<file path="config.mk">
export PLATFORM = sky130hd
export DESIGN_NAME = uop_sequencer
export DESIGN_NICKNAME = d
export VERILOG_FILES = /design/src/rtl/uop_sequencer_pkg.sv /design/src/rtl/uop_rom.sv /design/src/rtl/uop_sequencer.sv
export SDC_FILE = /design/constraint.sdc
export NUM_CORES = 1
export LEC_CHECK = 0
export ABC_AREA = 1
export CORE_ASPECT_RATIO = 1.25
export CORE_MARGIN = 2
export CORE_UTILIZATION = 50
export CTS_BUF_LIST = sky130_fd_sc_hd__clkbuf_8
export DETAILED_ROUTE_END_ITERATION = 6
export HOLD_SLACK_MARGIN = 0.06
export PLACE_DENSITY = 0.83
export SLEW_MARGIN = 15
export SYNTH_ARGS = -nofsm -noshare
export SYNTH_HDL_FRONTEND = slang
export SYNTH_SLANG_ARGS = --single-unit
</file>
<file path="constraint.sdc">
create_clock -name clk -period 2.6 [get_ports clk]
set_clock_uncertainty 0.15 [all_clocks]
set_input_delay 0.52 -clock clk [delete_from_list [all_inputs] [get_ports clk]]
set_output_delay 0.52 -clock clk [all_outputs]
set_load 0.02 [all_outputs]
</file>
<file path="src/rtl/uop_sequencer_pkg.sv">
// rtl/uop_sequencer_pkg.sv - shared FSM encoding and micro-op ROM contents for uop_sequencer
//
// Purpose: holds the sequencer state encoding and the ROM programming used by uop_rom.
// ROM entry layout (width UOPW+1): {last, uop[UOPW-1:0]}; bit UOPW is the last flag.
// Ports: none (package).
package uop_sequencer_pkg;

  typedef enum logic [1:0] {
    ST_IDLE = 2'd0,
    ST_SEQ  = 2'd1,
    ST_INT  = 2'd2
  } state_e;

  // Length marker for a sequence that never sets its last bit; the step
  // limit in the sequencer is what terminates it.
  localparam int ROM_LEN_RUNAWAY = 32'h7FFF_FFFF;

  // Programmed length per sequence id; 0 means the sequence is unprogrammed.
  function automatic int rom_seq_len(input int seq);
    case (seq)
      0:       return 1;
      1:       return 2;
      2:       return 3;
      3:       return 5;
      4:       return ROM_LEN_RUNAWAY;
      5:       return 4;
      7:       return 3;   // interrupt entry sequence
      default: return 0;
    endcase
  endfunction

  // Programmed micro-op: tagged with sequence id and step so every entry is distinct.
  function automatic logic [31:0] rom_uop_pattern(input int seq, input int step);
    return {16'hC0DE, seq[7:0], step[7:0]};
  endfunction

endpackage

</file>
<file path="src/rtl/uop_rom.sv">
// rtl/uop_rom.sv - combinational micro-op ROM lookup
//
// Purpose: maps (sequence id, step) to a ROM entry {last, uop}.
// Unprogrammed entries (unknown sequence or step beyond its length) read uop=0, last=1.
// Ports:
//   i_seq   in  SEQW    sequence id
//   i_step  in  STPW    step within the sequence
//   o_entry out UOPW+1  {last, uop}
module uop_rom
  import uop_sequencer_pkg::*;
#(
  parameter int UOPW = 64,
  parameter int SEQW = 3,
  parameter int STPW = 3
) (
  input  logic [SEQW-1:0] i_seq,
  input  logic [STPW-1:0] i_step,
  output logic [UOPW:0]   o_entry
);

  int w_len;

  always_comb begin
    w_len   = rom_seq_len(int'(i_seq));
    o_entry = {1'b1, {UOPW{1'b0}}};
    if (int'(i_step) < w_len) begin
      o_entry[UOPW-1:0] = UOPW'(rom_uop_pattern(int'(i_seq), int'(i_step)));
      o_entry[UOPW]     = (int'(i_step) == w_len - 1);
    end
  end

endmodule

</file>
<file path="src/rtl/uop_sequencer.sv">
// rtl/uop_sequencer.sv - micro-op sequencer: pass-through, ROM sequences and interrupt entry
//
// Purpose: accepts decoded instructions and emits one micro-op per cycle, either the
// directly decoded uop or a ROM sequence; an interrupt runs sequence INT_SEQ.
// Ports:
//   clk, reset (async active-low), flush (sync squash)
//   handle_int / handle_int_done        interrupt request level / completion pulse
//   in_valid/in_ready, in_uop, in_seq_valid, in_seq_id, in_imm, in_pc   instruction in
//   out_valid/out_ready, out_uop, out_imm, out_pc, out_last              micro-op out
//   busy                                 high while a ROM sequence (SEQ or INT) runs
module uop_sequencer
  import uop_sequencer_pkg::*;
#(
  parameter  int UOPW    = 64,
  parameter  int SEQS    = 8,
  parameter  int MAXLEN  = 8,
  parameter  int IADDRW  = 32,
  parameter  int INT_SEQ = SEQS - 1,
  localparam int SEQW    = (SEQS > 1) ? $clog2(SEQS) : 1,
  localparam int STPW    = (MAXLEN > 1) ? $clog2(MAXLEN) : 1
) (
  input  logic              clk,
  input  logic              reset,
  input  logic              flush,
  input  logic              handle_int,
  output logic              handle_int_done,
  input  logic              in_valid,
  output logic              in_ready,
  input  logic [UOPW-1:0]   in_uop,
  input  logic              in_seq_valid,
  input  logic [SEQW-1:0]   in_seq_id,
  input  logic [47:0]       in_imm,
  input  logic [IADDRW-1:0] in_pc,
  output logic              out_valid,
  input  logic              out_ready,
  output logic [UOPW-1:0]   out_uop,
  output logic [47:0]       out_imm,
  output logic [IADDRW-1:0] out_pc,
  output logic              out_last,
  output logic              busy
);

  state_e             r_state, w_state_nx;
  logic [SEQW-1:0]    r_seq, w_seq_nx;
  logic [STPW-1:0]    r_step, w_step_nx;
  logic [47:0]        r_imm, w_imm_nx;
  logic [IADDRW-1:0]  r_pc, w_pc_nx;
  logic               r_out_valid, w_out_valid_nx;
  logic [UOPW-1:0]    r_out_uop, w_out_uop_nx;
  logic [47:0]        r_out_imm, w_out_imm_nx;
  logic [IADDRW-1:0]  r_out_pc, w_out_pc_nx;
  logic               r_out_last, w_out_last_nx;
  logic               r_out_int, w_out_int_nx;  // held output belongs to the interrupt sequence
  logic [UOPW:0]      w_rom_entry;
  logic               w_ld;
  logic               w_last;

  uop_rom #(.UOPW(UOPW), .SEQW(SEQW), .STPW(STPW)) u_rom (
    .i_seq   (r_seq),
    .i_step  (r_step),
    .o_entry (w_rom_entry)
  );

  always_comb begin
    w_ld           = !r_out_valid || out_ready;
    // Forced termination keeps the step counter from ever wrapping.
    w_last         = w_rom_entry[UOPW] || (r_step == STPW'(MAXLEN - 1));
    w_state_nx     = r_state;
    w_seq_nx       = r_seq;
    w_step_nx      = r_step;
    w_imm_nx       = r_imm;
    w_pc_nx        = r_pc;
    w_out_valid_nx = r_out_valid;
    w_out_uop_nx   = r_out_uop;
    w_out_imm_nx   = r_out_imm;
    w_out_pc_nx    = r_out_pc;
    w_out_last_nx  = r_out_last;
    w_out_int_nx   = r_out_int;
    in_ready       = 1'b0;

    if (flush) begin
      w_state_nx     = ST_IDLE;
      w_step_nx      = '0;
      w_out_valid_nx = 1'b0;
      w_out_int_nx   = 1'b0;
    end else begin
      case (r_state)
        ST_IDLE: begin
          if (w_ld) w_out_valid_nx = 1'b0;  // previous output drained, nothing new yet
          if (handle_int) begin
            w_state_nx = ST_INT;
            w_seq_nx   = SEQW'(INT_SEQ);
            w_step_nx  = '0;
            w_imm_nx   = '0;
            w_pc_nx    = in_pc;
          end else begin
            in_ready = w_ld;
            if (in_valid && w_ld) begin
              if (in_seq_valid) begin
                w_state_nx = ST_SEQ;
                w_seq_nx   = in_seq_id;
                w_step_nx  = '0;
                w_imm_nx   = in_imm;
                w_pc_nx    = in_pc;
              end else begin
                w_out_valid_nx = 1'b1;
                w_out_uop_nx   = in_uop;
                w_out_imm_nx   = in_imm;
                w_out_pc_nx    = in_pc;
                w_out_last_nx  = 1'b1;
                w_out_int_nx   = 1'b0;
              end
            end
          end
        end
        ST_SEQ, ST_INT: begin
          if (w_ld) begin
            w_out_valid_nx = 1'b1;
            w_out_uop_nx   = w_rom_entry[UOPW-1:0];
            w_out_imm_nx   = r_imm;
            w_out_pc_nx    = r_pc;
            w_out_last_nx  = w_last;
            w_out_int_nx   = (r_state == ST_INT);
            if (w_last) begin
              w_state_nx = ST_IDLE;
              w_step_nx  = '0;
            end else begin
              w_step_nx  = r_step + 1'b1;
            end
          end
        end
        default: w_state_nx = ST_IDLE;
      endcase
    end
  end

  always_ff @(posedge clk or negedge reset) begin
    if (!reset) begin
      r_state     <= ST_IDLE;
      r_seq       <= '0;
      r_step      <= '0;
      r_imm       <= '0;
      r_pc        <= '0;
      r_out_valid <= 1'b0;
      r_out_uop   <= '0;
      r_out_imm   <= '0;
      r_out_pc    <= '0;
      r_out_last  <= 1'b0;
      r_out_int   <= 1'b0;
    end else begin
      r_state     <= w_state_nx;
      r_seq       <= w_seq_nx;
      r_step      <= w_step_nx;
      r_imm       <= w_imm_nx;
      r_pc        <= w_pc_nx;
      r_out_valid <= w_out_valid_nx;
      r_out_uop   <= w_out_uop_nx;
      r_out_imm   <= w_out_imm_nx;
      r_out_pc    <= w_out_pc_nx;
      r_out_last  <= w_out_last_nx;
      r_out_int   <= w_out_int_nx;
    end
  end

  assign out_valid       = r_out_valid;
  assign out_uop         = r_out_uop;
  assign out_imm         = r_out_imm;
  assign out_pc          = r_out_pc;
  assign out_last        = r_out_last;
  assign busy            = (r_state != ST_IDLE);
  // Completion is the downstream handshake on the final interrupt micro-op itself.
  assign handle_int_done = r_out_valid && out_ready && r_out_last && r_out_int && !flush;

endmodule

</file>
==> impl_metrics.env, run 1 <==
export IMPL_htree_levels=2
export IMPL_ant_nets=0
export IMPL_ir_worst_vdd_mv=0.653
export IMPL_firstDrtPassIters=4
export IMPL_die_w_um=135
export IMPL_hold_viol=0
export IMPL_synth_top_area_cell="dfrtp_1"
export IMPL_finalSetupViolations=0
export IMPL_power_density_nw_per_um2=1370
export IMPL_critPathKind="reg2reg"
export IMPL_grt_pass1_vias=9547
export IMPL_syn_inst=1223
export IMPL_synth_yosys_seq_area_share_pct=54.7
export IMPL_fin_util_pct=71.1
export IMPL_clkSlewWorstSetupHoldPaths_ns=0.06
export IMPL_drt_wirelength_per_cell_um=16.8
export IMPL_worst_pin_slew_ns=0.593
export IMPL_drt_total_wl_mm=30.5
export IMPL_antenna_found_initial=0
export IMPL_vias=9569
export IMPL_synth_seq_cells=235
export IMPL_cts_sinks=235
export IMPL_fin_crit_sh_pct=97.6
export IMPL_fp_dieH_um=168
export IMPL_relSlewSlack_pct=60.5
export IMPL_synth_edf_count=0
export IMPL_layout_drive_gt1_share_pct=13.2
export IMPL_whs_ns=0.321
export IMPL_ys_flop_type="dfrtp_1"
export IMPL_p_leak_uw=0.00722
export IMPL_async_flop_share_pct=100
export IMPL_rows=59
export IMPL_hold_class="reg2reg"
export IMPL_dieArea_um2=22700
export IMPL_period_minus_slack_ns=2.54
export IMPL_remaining_drc_errors=0
export IMPL_numCtsBuffers=37
export IMPL_ys_types=25
export IMPL_synth_top_cells_by_count="447 x nand2_1, 235 x dfrtp_1, 176 x nor2_1"
export IMPL_place_gp_congestion=0.848
export IMPL_start_util_pct=51.2
export IMPL_avgSynthCellArea_um2=8.78
export IMPL_max_cap_viol_count=0
export IMPL_critPathMaxFanout=5
export IMPL_slew_violations=0
export IMPL_status="finished clean"
export IMPL_cts_tree="built"
export IMPL_yosys_top_cells_area="dfrtp_1 55%, nand2_1 16%, o31ai_2 9.0%"
export IMPL_clkLatencyLatePin_ns=0.53
export IMPL_worstPathArrival_ns=2.80
export IMPL_max_freq_ghz=0.394
export IMPL_overflow=0
export IMPL_fin_cells=1818
export IMPL_syn_area_um2=10700
export IMPL_cp_required_ns=2.86
export IMPL_core_area_um2=21000
export IMPL_place_hpwl_mm=20.2
export IMPL_antenna_cells=0
export IMPL_root_buffer="clkbuf_8"
export IMPL_io_pins=303
export IMPL_viasPerCell=5.26
export IMPL_post_place_cells=1753
export IMPL_cts_buffer_depth=3
export IMPL_grt_first_pass_wirelength_mm=48.4
export IMPL_startpoint_type="register"
export IMPL_rsz0062_at_grt="yes"
export IMPL_yosys_cell_count_top_type="nand2_1"
export IMPL_ys_warn_count=0
export IMPL_syn_nets=1390
export IMPL_worstSetupEndpointType="register"
export IMPL_synth_top_cell_area_share_pct=54.7
export IMPL_grt_max_degree=139
export IMPL_grtUsageTotal_pct=26.5
export IMPL_final_nets=1691
export IMPL_syn_to_final_growth_pct=38.7
export IMPL_io_buffers=302
export IMPL_drt_iter0_drc=536
[timing repair]
| action | in CTS | in global routing |
|---|---|---|
| gates cloned | 0 | 0 |
| endpoints found under the hold margin | 59 | 0 |
| gates resized for setup | 5 | 26 |
| buffers inserted | 1 | 4 |
| hold buffers | 1 | 0 |
| endpoints found under the setup margin | 6 | 16 |
| pin swaps | 0 | 13 |
[path summary, 6_finish.rpt]
| kind | startpoint | to | slack (ns) | cells past startpoint |
|---|---|---|---|---|
| worst max-delay path | r_seq[1] | r_state[0] | 0.06 | 17 |
| worst min-delay path | r_pc[13] | r_pc[13] | 0.32 | 2 |
| worst max register to register | r_seq[1] | r_state[0] | 0.06 | 17 |
| worst min register to register | r_pc[13] | r_pc[13] | 0.32 | 2 |
| max in group asynchronous | reset | r_imm[19] | 1.19 | 3 |
| min in group asynchronous | reset | r_imm[9] | 0.39 | 2 |
[power by group]
part	leakage [uW]	switching, uW	internal, uW
clock	0.000385	1410	1580
sequential	0.00298	969	5330
combinational	0.00385	6720	4400
[area by class of cell]
cell class | count | area, um^2
clock buffers | 46 | 633
clock inverters | 13 | 60.1
fillers | 1628 | 6060
inverters | 36 | 141
multi-input cells | 875 | 4410
flip-flops and latches | 235 | 5880
well taps | 274 | 343
repair buffers | 339 | 3430
[stage by stage]
stage	TNS, ns	setup WS, ns	cell area, um^2	total power, uW
4_1_cts	0	0.0119	14800	20300
2_1_floorplan	0	0.281	10700	12900
5_1_grt	-0.414	-0.105	14900	21900
6_report	0	0.0620	14900	20400
3_3_place_gp	-0.0937	-0.0193	14100	16800
3_5_place_dp	-0.472	-0.0781	14100	17200
[metal layers]
layer / GRT usage, % / up-vias / share of wire (%)
li1: - / 4533 / -
met1: 31.9 / 4598 / 38
met2: 45.2 / 368 / 50
met3: 7.47 / 70 / 8.7
met4: 10.2 / 0 / 3.5
met5: 0 / - / 0
[placed cells by master (no fill, tap or decap), types with 2 or more instances in the layout]
cell type / count
nand2_1: 441
clkdlybuf4s50_1: 299
dfrtp_1: 233
nor2_1: 171
o31ai_2: 77
o21ai_0: 58
nand3_1: 57
clkbuf_8: 46
inv_1: 33
buf_4: 26
o21ai_1: 19
a21oi_1: 11
buf_12: 10
inv_2: 9
ha_1: 9
nand2_2: 8
nor2_2: 5
o31ai_1: 4
clkinvlp_4: 3
ha_4: 3
clkinv_2: 3
nor2_4: 2
nand3_2: 2
nor3_1: 2
o21ai_2: 2
dfrtp_2: 2
[worst max-delay path, stage by stage (launching register included)]
cell and delay [ns]:
dfrtp_2 0.45, inv_2 0.07, nor2_2 0.04, nor2_2 0.13, xor2_2 0.18, ha_2 0.23, nand2_2 0.08, ha_4 0.24
inv_2 0.04, nand2_1 0.04, nor2_1 0.10, nand2_1 0.07, nor2_1 0.12, nand3_1 0.12, nand3_2 0.15, nand2_2 0.07
nand2_1 0.08, nand2_1 0.05
[registers in the layout (all words and copies together) (netlist names)]
| register | flops |
|---|---|
| r_out_int | 1 |
| out_valid | 1 |
| r_pc | 32 |
| r_state | 2 |
| r_imm | 48 |
| r_seq | 3 |
| out_imm | 48 |
| out_pc | 32 |
| r_step | 3 |
| out_last | 1 |
| out_uop | 64 |
[cells by family after synthesis]
kind of cell | share of synthesized area (%)
flip-flops | 54.7
XOR/XNOR | 0.0816
buffers and inverters | 5.09
adder cells (fa/ha/maj) | 1.51
AND/OR/NAND/NOR | 25.1
AO/OA/AOI/OAI | 13.5
Note: power is estimated with default switching activity, not from simulation.
==> run 2: changes to the inputs <==
--- a/config.mk
+++ b/config.mk
@@ -8,11 +8,11 @@
 export ABC_AREA = 1
 export CORE_ASPECT_RATIO = 1.25
 export CORE_MARGIN = 2
-export CORE_UTILIZATION = 50
-export CTS_BUF_LIST = sky130_fd_sc_hd__clkbuf_8
+export CORE_UTILIZATION = 48
 export DETAILED_ROUTE_END_ITERATION = 6
 export HOLD_SLACK_MARGIN = 0.06
-export PLACE_DENSITY = 0.83
+export PLACE_DENSITY = 0.8
+export SKIP_LAST_GASP = 1
 export SLEW_MARGIN = 15
 export SYNTH_ARGS = -nofsm -noshare
 export SYNTH_HDL_FRONTEND = slang
==> impl_metrics.env, run 2 (synthesis gave the netlist of run 1 again) <==
export IMPL_switching_share_pct=42.9
export IMPL_numCtsBuffers=24
export IMPL_cts_tree="built"
export IMPL_grt_pass1_vias=9536
export IMPL_slew_violations=0
export IMPL_place_area_um2=14100
export IMPL_crit_chain="inv_2 > nor2_2 > nor2_2 > xor2_1 > ha_2 > nand2_1 > ha_1 > inv_1 > nand2_1 > nor2_1 > nand2_1 > nor2_1 > nand3_1 > nand3_2 > nand2_2 > nand2_1 > nand2_1"
export IMPL_status="finished clean"
export IMPL_final_nets=1678
export IMPL_ant_nets=0
export IMPL_p_seq_share_pct=30.1
export IMPL_layout_setup_ws_ns=0.0940
export IMPL_syn_to_final_growth_pct=40.3
export IMPL_slowest_stage="dfrtp_2"
export IMPL_crit_family="simple AND/OR/NAND/NOR gates"
export IMPL_fin_crit_sh_pct=96.4
export IMPL_cp_startpoint="r_seq[1]"
export IMPL_cts_buffer_depth=3
export IMPL_antenna_found_initial=2
export IMPL_place_gp_congestion=0.812
export IMPL_layout_commonest_cell="nand2_1"
export IMPL_power_density_nw_per_um2=1400
export IMPL_hold_viol=0
export IMPL_fp_dieH_um=171
export IMPL_io_pins=303
export IMPL_io_buffers=302
export IMPL_cts_sinks=235
export IMPL_clkSlewWorstSetupHoldPaths_ns=0.06
export IMPL_rows=61
export IMPL_viasPerCell=5.28
export IMPL_p_int_uw=12000
export IMPL_vias=9573
export IMPL_die_w_um=138
export IMPL_layout_drive_gt1_share_pct=12.0
export IMPL_drt_iter0_drc=538
export IMPL_crit_path_frequent_cell="nand2_1"
export IMPL_relSlewSlack_pct=60.0
export IMPL_post_place_ws_ns=-0.0372
export IMPL_remaining_drc_errors=0
export IMPL_core_area_um2=22100
export IMPL_p_leak_uw=0.00727
export IMPL_dieArea_um2=23600
export IMPL_critPathMaxFanout=4
export IMPL_firstDrtPassIters=5
export IMPL_finalSetupViolations=0
export IMPL_grtUsageTotal_pct=25.5
export IMPL_clkLatencyLatePin_ns=0.51
export IMPL_rsz0062_at_grt="yes"
export IMPL_max_freq_ghz=0.399
export IMPL_worstSetupEndpointType="register"
export IMPL_place_hpwl_mm=20.7
export IMPL_max_stage_delay_ns=0.45
export IMPL_root_buffer="clkbuf_16"
export IMPL_cp_required_ns=2.85
export IMPL_grt_max_degree=110
export IMPL_comb_power_share_pct=52.5
export IMPL_whs_ns=0.322
export IMPL_drt_total_wl_mm=30.5
export IMPL_fin_area_um2=15100
export IMPL_max_cap_viol_count=0
export IMPL_drt_wirelength_per_cell_um=16.8
export IMPL_critPathBufInv=2
export IMPL_overflow=0
export IMPL_pwr_share_clk_pct=17.5
export IMPL_p_switching_uw=9010
export IMPL_final_cell_mix="443 x nand2_1, 299 x clkdlybuf4s50_1, 232 x dfrtp_1, 172 x nor2_1, 77 x o31ai_2"
export IMPL_critPathKind="reg2reg"
export IMPL_worstPathArrival_ns=2.76
export IMPL_htree_levels=1
export IMPL_start_util_pct=48.5
export IMPL_worstReg2RegStart="r_seq[1]"
export IMPL_worst_pin_slew_ns=0.600
export IMPL_startpoint_type="register"
export IMPL_grt_first_pass_wirelength_mm=47.7
export IMPL_ir_worst_vdd_mv=0.867
export IMPL_hp_start="r_pc[27]"
export IMPL_hold_class="reg2reg"
export IMPL_period_minus_slack_ns=2.51
export IMPL_largest_reg_flops=64
==> run 2: cell count changes in the layout (fill, tap and decap cells not counted), sizes merged <==
cell and delta:
diode +1, inv -7, clkbuf -13, bufinv +4, clkinvlp -2, clkinv +2
==> run 2: timing repair <==
action | in CTS | in global routing
endpoints found under the setup margin | 2 | 7
endpoints found under the hold margin | 60 | 0
resized for setup | 3 | 21
hold buffers | 1 | 0
pin swaps | 0 | 3
setup buffers | 0 | 3
==> run 2: path summary, 6_finish.rpt <==
| path | to | slack (ns) | depth (start not counted) |
|---|---|---|---|
| hold / removal | r_pc[27] | 0.32 | 2 |
| min in group asynchronous | out_uop[3] | 0.41 | 2 |
| setup reg to reg | r_state[0] | 0.09 | 17 |
| setup / recovery | r_state[0] | 0.09 | 17 |
| max in group asynchronous | out_pc[10] | 1.09 | 3 |
| hold reg to reg | r_pc[27] | 0.32 | 2 |
==> run 2: area by class of cell <==
class	count	area, um^2
antenna	1	2.50
clock buffer	33	684
clock inverter	10	164
fill	1777	7070
inverter	36	138
multi-input combinational	875	4370
sequential	235	5880
tap	283	354
timing repair buffer	339	3470
==> run 2: power by group through the flow <==
stage,Clock (uW),Sequential [uW],Combinational [uW]
finish,3670,6320,11000
global route,3900,6490,12100
CTS,3760,6290,11000
detailed placement,0,6310,11000
global placement,0,6260,10700
floorplan,0,7380,5570
==> run 2: stage by stage <==
step / TNS [ns] / cells / total power [uW] / utilization (%)
floorplan: 0 / 1223 / 12900 / -
CTS: -0.000750 / 1808 / 21100 / 67.8
finish: 0 / 1812 / 21000 / 68.1
detailed placement: -0.0372 / 1764 / 17300 / 63.9
global placement: -0.0425 / 1764 / 17000 / 63.9
global route: -0.528 / 1812 / 22500 / 68.1
==> run 2: routing by layer <==
metal | wire length, um | track usage (%) | up-vias
met3 | 2790 | 6.78 | 70
met4 | 1060 | 9.23 | 2
met2 | 14900 | 44.6 | 364
li1 | - | - | 4513
met1 | 11800 | 29.9 | 4624
met5 | 13 | 0 | -
==> run 2: worst register-to-register path, cell delays in order (launching register included) <==
cell and delay (ns):
dfrtp_2 0.45, inv_2 0.09, nor2_2 0.04, nor2_2 0.11, xor2_1 0.20, ha_2 0.23, nand2_1 0.06, ha_1 0.27
inv_1 0.05, nand2_1 0.04, nor2_1 0.10, nand2_1 0.06, nor2_1 0.09, nand3_1 0.14, nand3_2 0.14, nand2_2 0.06
nand2_1 0.07, nand2_1 0.04
==> run 3: changes to the inputs <==
--- a/config.mk
+++ b/config.mk
@@ -6,14 +6,17 @@
 export NUM_CORES = 1
 export LEC_CHECK = 0
 export ABC_AREA = 1
+export CELL_PAD_IN_SITES_DETAIL_PLACEMENT = 0
+export CELL_PAD_IN_SITES_GLOBAL_PLACEMENT = 1
 export CORE_ASPECT_RATIO = 1.25
 export CORE_MARGIN = 2
-export CORE_UTILIZATION = 48
+export CORE_UTILIZATION = 35
 export DETAILED_ROUTE_END_ITERATION = 6
 export HOLD_SLACK_MARGIN = 0.06
-export PLACE_DENSITY = 0.8
+export PLACE_DENSITY_LB_ADDON = 0.1
 export SKIP_LAST_GASP = 1
 export SLEW_MARGIN = 15
 export SYNTH_ARGS = -nofsm -noshare
 export SYNTH_HDL_FRONTEND = slang
+export SYNTH_HIERARCHICAL = 1
 export SYNTH_SLANG_ARGS = --single-unit
==> impl_metrics.env, run 3 <==
export IMPL_grtUsageTotal_pct=20.0
export IMPL_power_density_nw_per_um2=1340
export IMPL_worstSetupEndpointType="primary output"
export IMPL_p_seq_share_pct=29.2
export IMPL_slew_violations=0
export IMPL_synth_edf_count=0
export IMPL_ys_warn_count=6
export IMPL_vias=10600
export IMPL_die_w_um=169
export IMPL_grt_pass1_vias=10300
export IMPL_ir_worst_vdd_mv=0.986
export IMPL_p_int_uw=12100
export IMPL_synth_top_cell_area_share_pct=49.5
export IMPL_htree_levels=1
export IMPL_cp_required_ns=1.93
export IMPL_crit_path_frequent_cell="clkdlybuf4s50_1"
export IMPL_syn_area_um2=11900
export IMPL_io_pins=303
export IMPL_synth_top_cells_by_count="834 x nand2_1, 235 x dfrtp_1, 156 x nand3_1"
export IMPL_hold_viol=0
export IMPL_numCtsBuffers=27
export IMPL_p_leak_uw=0.00823
export IMPL_io_buffers=302
export IMPL_post_place_cells=2250
export IMPL_finalSetupViolations=0
export IMPL_synth_top_area_cell="dfrtp_1"
export IMPL_status="finished clean"
export IMPL_worst_pin_slew_ns=0.607
export IMPL_remaining_drc_errors=0
export IMPL_critPathKind="in2out"
export IMPL_fin_util_pct=48.1
export IMPL_switching_share_pct=43.8
export IMPL_ant_nets=0
export IMPL_avgSynthCellArea_um2=7.40
export IMPL_place_gp_congestion=0.770
export IMPL_multi_input_area_um2=5070
export IMPL_max_cap_viol_count=0
export IMPL_yosys_cell_count_top_type="nand2_1"
export IMPL_whs_ns=0.316
export IMPL_cts_buffer_depth=3
export IMPL_drt_wirelength_per_cell_um=15.3
export IMPL_firstDrtPassIters=5
export IMPL_antenna_found_initial=3
export IMPL_pwr_share_clk_pct=18.8
export IMPL_place_hpwl_mm=22.0
export IMPL_viasPerCell=4.61
export IMPL_layout_drive_gt1_share_pct=5.95
export IMPL_synth_yosys_seq_area_share_pct=49.5
export IMPL_cts_sinks=235
export IMPL_regArea_um2=5880
export IMPL_startpoint_type="primary input"
export IMPL_core_area_um2=33500
export IMPL_final_nets=2025
export IMPL_ys_types=28
export IMPL_async_flop_share_pct=100
export IMPL_crit_family="buffers and inverters"
export IMPL_critPathBufInv=2
export IMPL_hold_class="reg2reg"
export IMPL_crit_chain="clkdlybuf4s50_1 > nand4_1 > nor2_1 > clkdlybuf4s50_1"
export IMPL_relSlewSlack_pct=59.5
export IMPL_fp_dieH_um=210
export IMPL_dieArea_um2=35400
export IMPL_comb_power_share_pct=52.0
export IMPL_overflow=0
export IMPL_p_switching_uw=9450
export IMPL_syn_to_final_growth_pct=35.6
export IMPL_ys_flop_type="dfrtp_1"
export IMPL_largest_reg_flops=64
export IMPL_layout_commonest_cell="nand2_1"
export IMPL_grt_first_pass_wirelength_mm=56.9
export IMPL_start_util_pct=35.5
export IMPL_clkLatencyLatePin_ns=0.54
export IMPL_drt_total_wl_mm=35.3
export IMPL_syn_inst=1605
export IMPL_worstPathArrival_ns=1.80
export IMPL_max_freq_ghz=0.404
export IMPL_clkSlewWorstSetupHoldPaths_ns=0.06
export IMPL_max_stage_delay_ns=0.60
export IMPL_yosys_top_cells_area="dfrtp_1 50%, nand2_1 26%, nand3_1 6.6%"
export IMPL_drt_iter0_drc=729
export IMPL_cts_tree="built"
export IMPL_fin_crit_sh_pct=95.1
export IMPL_synth_seq_cells=235
export IMPL_critPathMaxFanout=2
export IMPL_period_minus_slack_ns=2.47
export IMPL_final_cell_mix="828 x nand2_1, 299 x clkdlybuf4s50_1, 233 x dfrtp_1, 155 x nand3_1, 114 x o21ai_0"
export IMPL_fin_cells=2306
export IMPL_nFillCells=3313
export IMPL_slowest_stage="clkdlybuf4s50_1"
export IMPL_root_buffer="clkbuf_16"
export IMPL_grt_max_degree=113
export IMPL_rows=75
[run 3: changes by cell type after synthesis, sizes merged, moves of 2 or more]
cell / previous run / this run
nand2: 449 / 837
nand3: 60 / 156
buf: 43 / 128
clkbuf: 34 / 31
nand4: 0 / 4
o21ai: 79 / 119
nor2: 178 / 17
inv: 36 / 57
o31ai: 81 / 0
nor3: 2 / 0
a21oi: 11 / 7
ha: 13 / 8
[run 3: worst reg2reg max path, stage by stage, from the launching register on]
cell,delay (ns)
dfrtp_2,0.45
inv_2,0.08
nand2_2,0.05
nand2_2,0.07
xor2_1,0.14
inv_1,0.09
ha_1,0.20
a21oi_2,0.18
o21ai_4,0.07
nand2_1,0.08
nand2_1,0.06
nor2_1,0.10
nand2_1,0.08
nor2_2,0.16
nor2_2,0.07
buf_4,0.13
nand3_1,0.06
nand2_1,0.06
[run 3: final timing paths]
check | slack [ns] | cells after the start | to | startpoint
min in group asynchronous | 0.33 | 2 | out_uop[36] | reset
max in group asynchronous | 1.20 | 3 | out_pc[19] | reset
worst min-delay path | 0.32 | 2 | out_uop[28] | out_uop[28]
worst min register to register | 0.32 | 2 | out_uop[28] | out_uop[28]
worst max-delay path | 0.13 | 4 | handle_int_done | out_ready
worst max register to register | 0.23 | 17 | r_state[0] | r_seq[2]
[run 3: cell type report]
class                           instances  area share [%]
Tap cell                              423            3.29
Sequential cell                       235            36.5
Antenna cell                            1          0.0155
Clock inverter                         17            1.32
Clock buffer                           31            4.47
Multi-Input combinational cell       1202            31.5
Timing Repair Buffer                  339            21.5
Inverter                               58            1.37
[run 3: timing repair]
item	in CTS	in global routing
resized for setup	0	19
hold buffers	1	0
buffers inserted	0	6
hold endpoints to repair	51	0
setup endpoints to repair	0	7
[run 3: metal layers]
| metal | routed length (um) | vias up | track usage, % |
|---|---|---|---|
| li1 | - | 5424 | - |
| met1 | 15800 | 4869 | 26.8 |
| met2 | 16500 | 292 | 32.9 |
| met3 | 2290 | 45 | 4.19 |
| met4 | 765 | 4 | 5.08 |
| met5 | 26 | - | 0 |
[run 3: kinds of logic (layout without fill, tap and decap cells)]
group,count (synthesis),count (layout),synth area share [%]
fa+ha+maj,8,8,0.843
flops,235,235,49.5
other cells,1,51,0.0316
compound gates,127,127,5.47
xor+xnor,1,1,0.0738
buf+inv,217,445,9.99
simple gates,1016,1016,34.1
[run 3: power by group through the flow]
| stage | logic (uW) | clock network (uW) | registers [uW] |
|---|---|---|---|
| floorplan | 5880 | 0 | 7390 |
| global placement | 11100 | 0 | 6310 |
| detailed placement | 11200 | 0 | 6330 |
| CTS | 11200 | 4180 | 6290 |
| global route | 12600 | 4350 | 6500 |
| finish | 11200 | 4060 | 6300 |
[run 3: through the flow]
stage | TNS, ns | setup slack (ns) | power (uW) | cell area, um^2
6_report | 0 | 0.127 | 21600 | 16100
5_1_grt | -0.0236 | -0.0236 | 23400 | 16100
4_1_cts | 0 | 0.00671 | 21700 | 16000
3_5_place_dp | 0 | 0.115 | 17500 | 15100
3_3_place_gp | 0 | 0.113 | 17400 | 15100
2_1_floorplan | 0 | 0.244 | 13300 | 12100
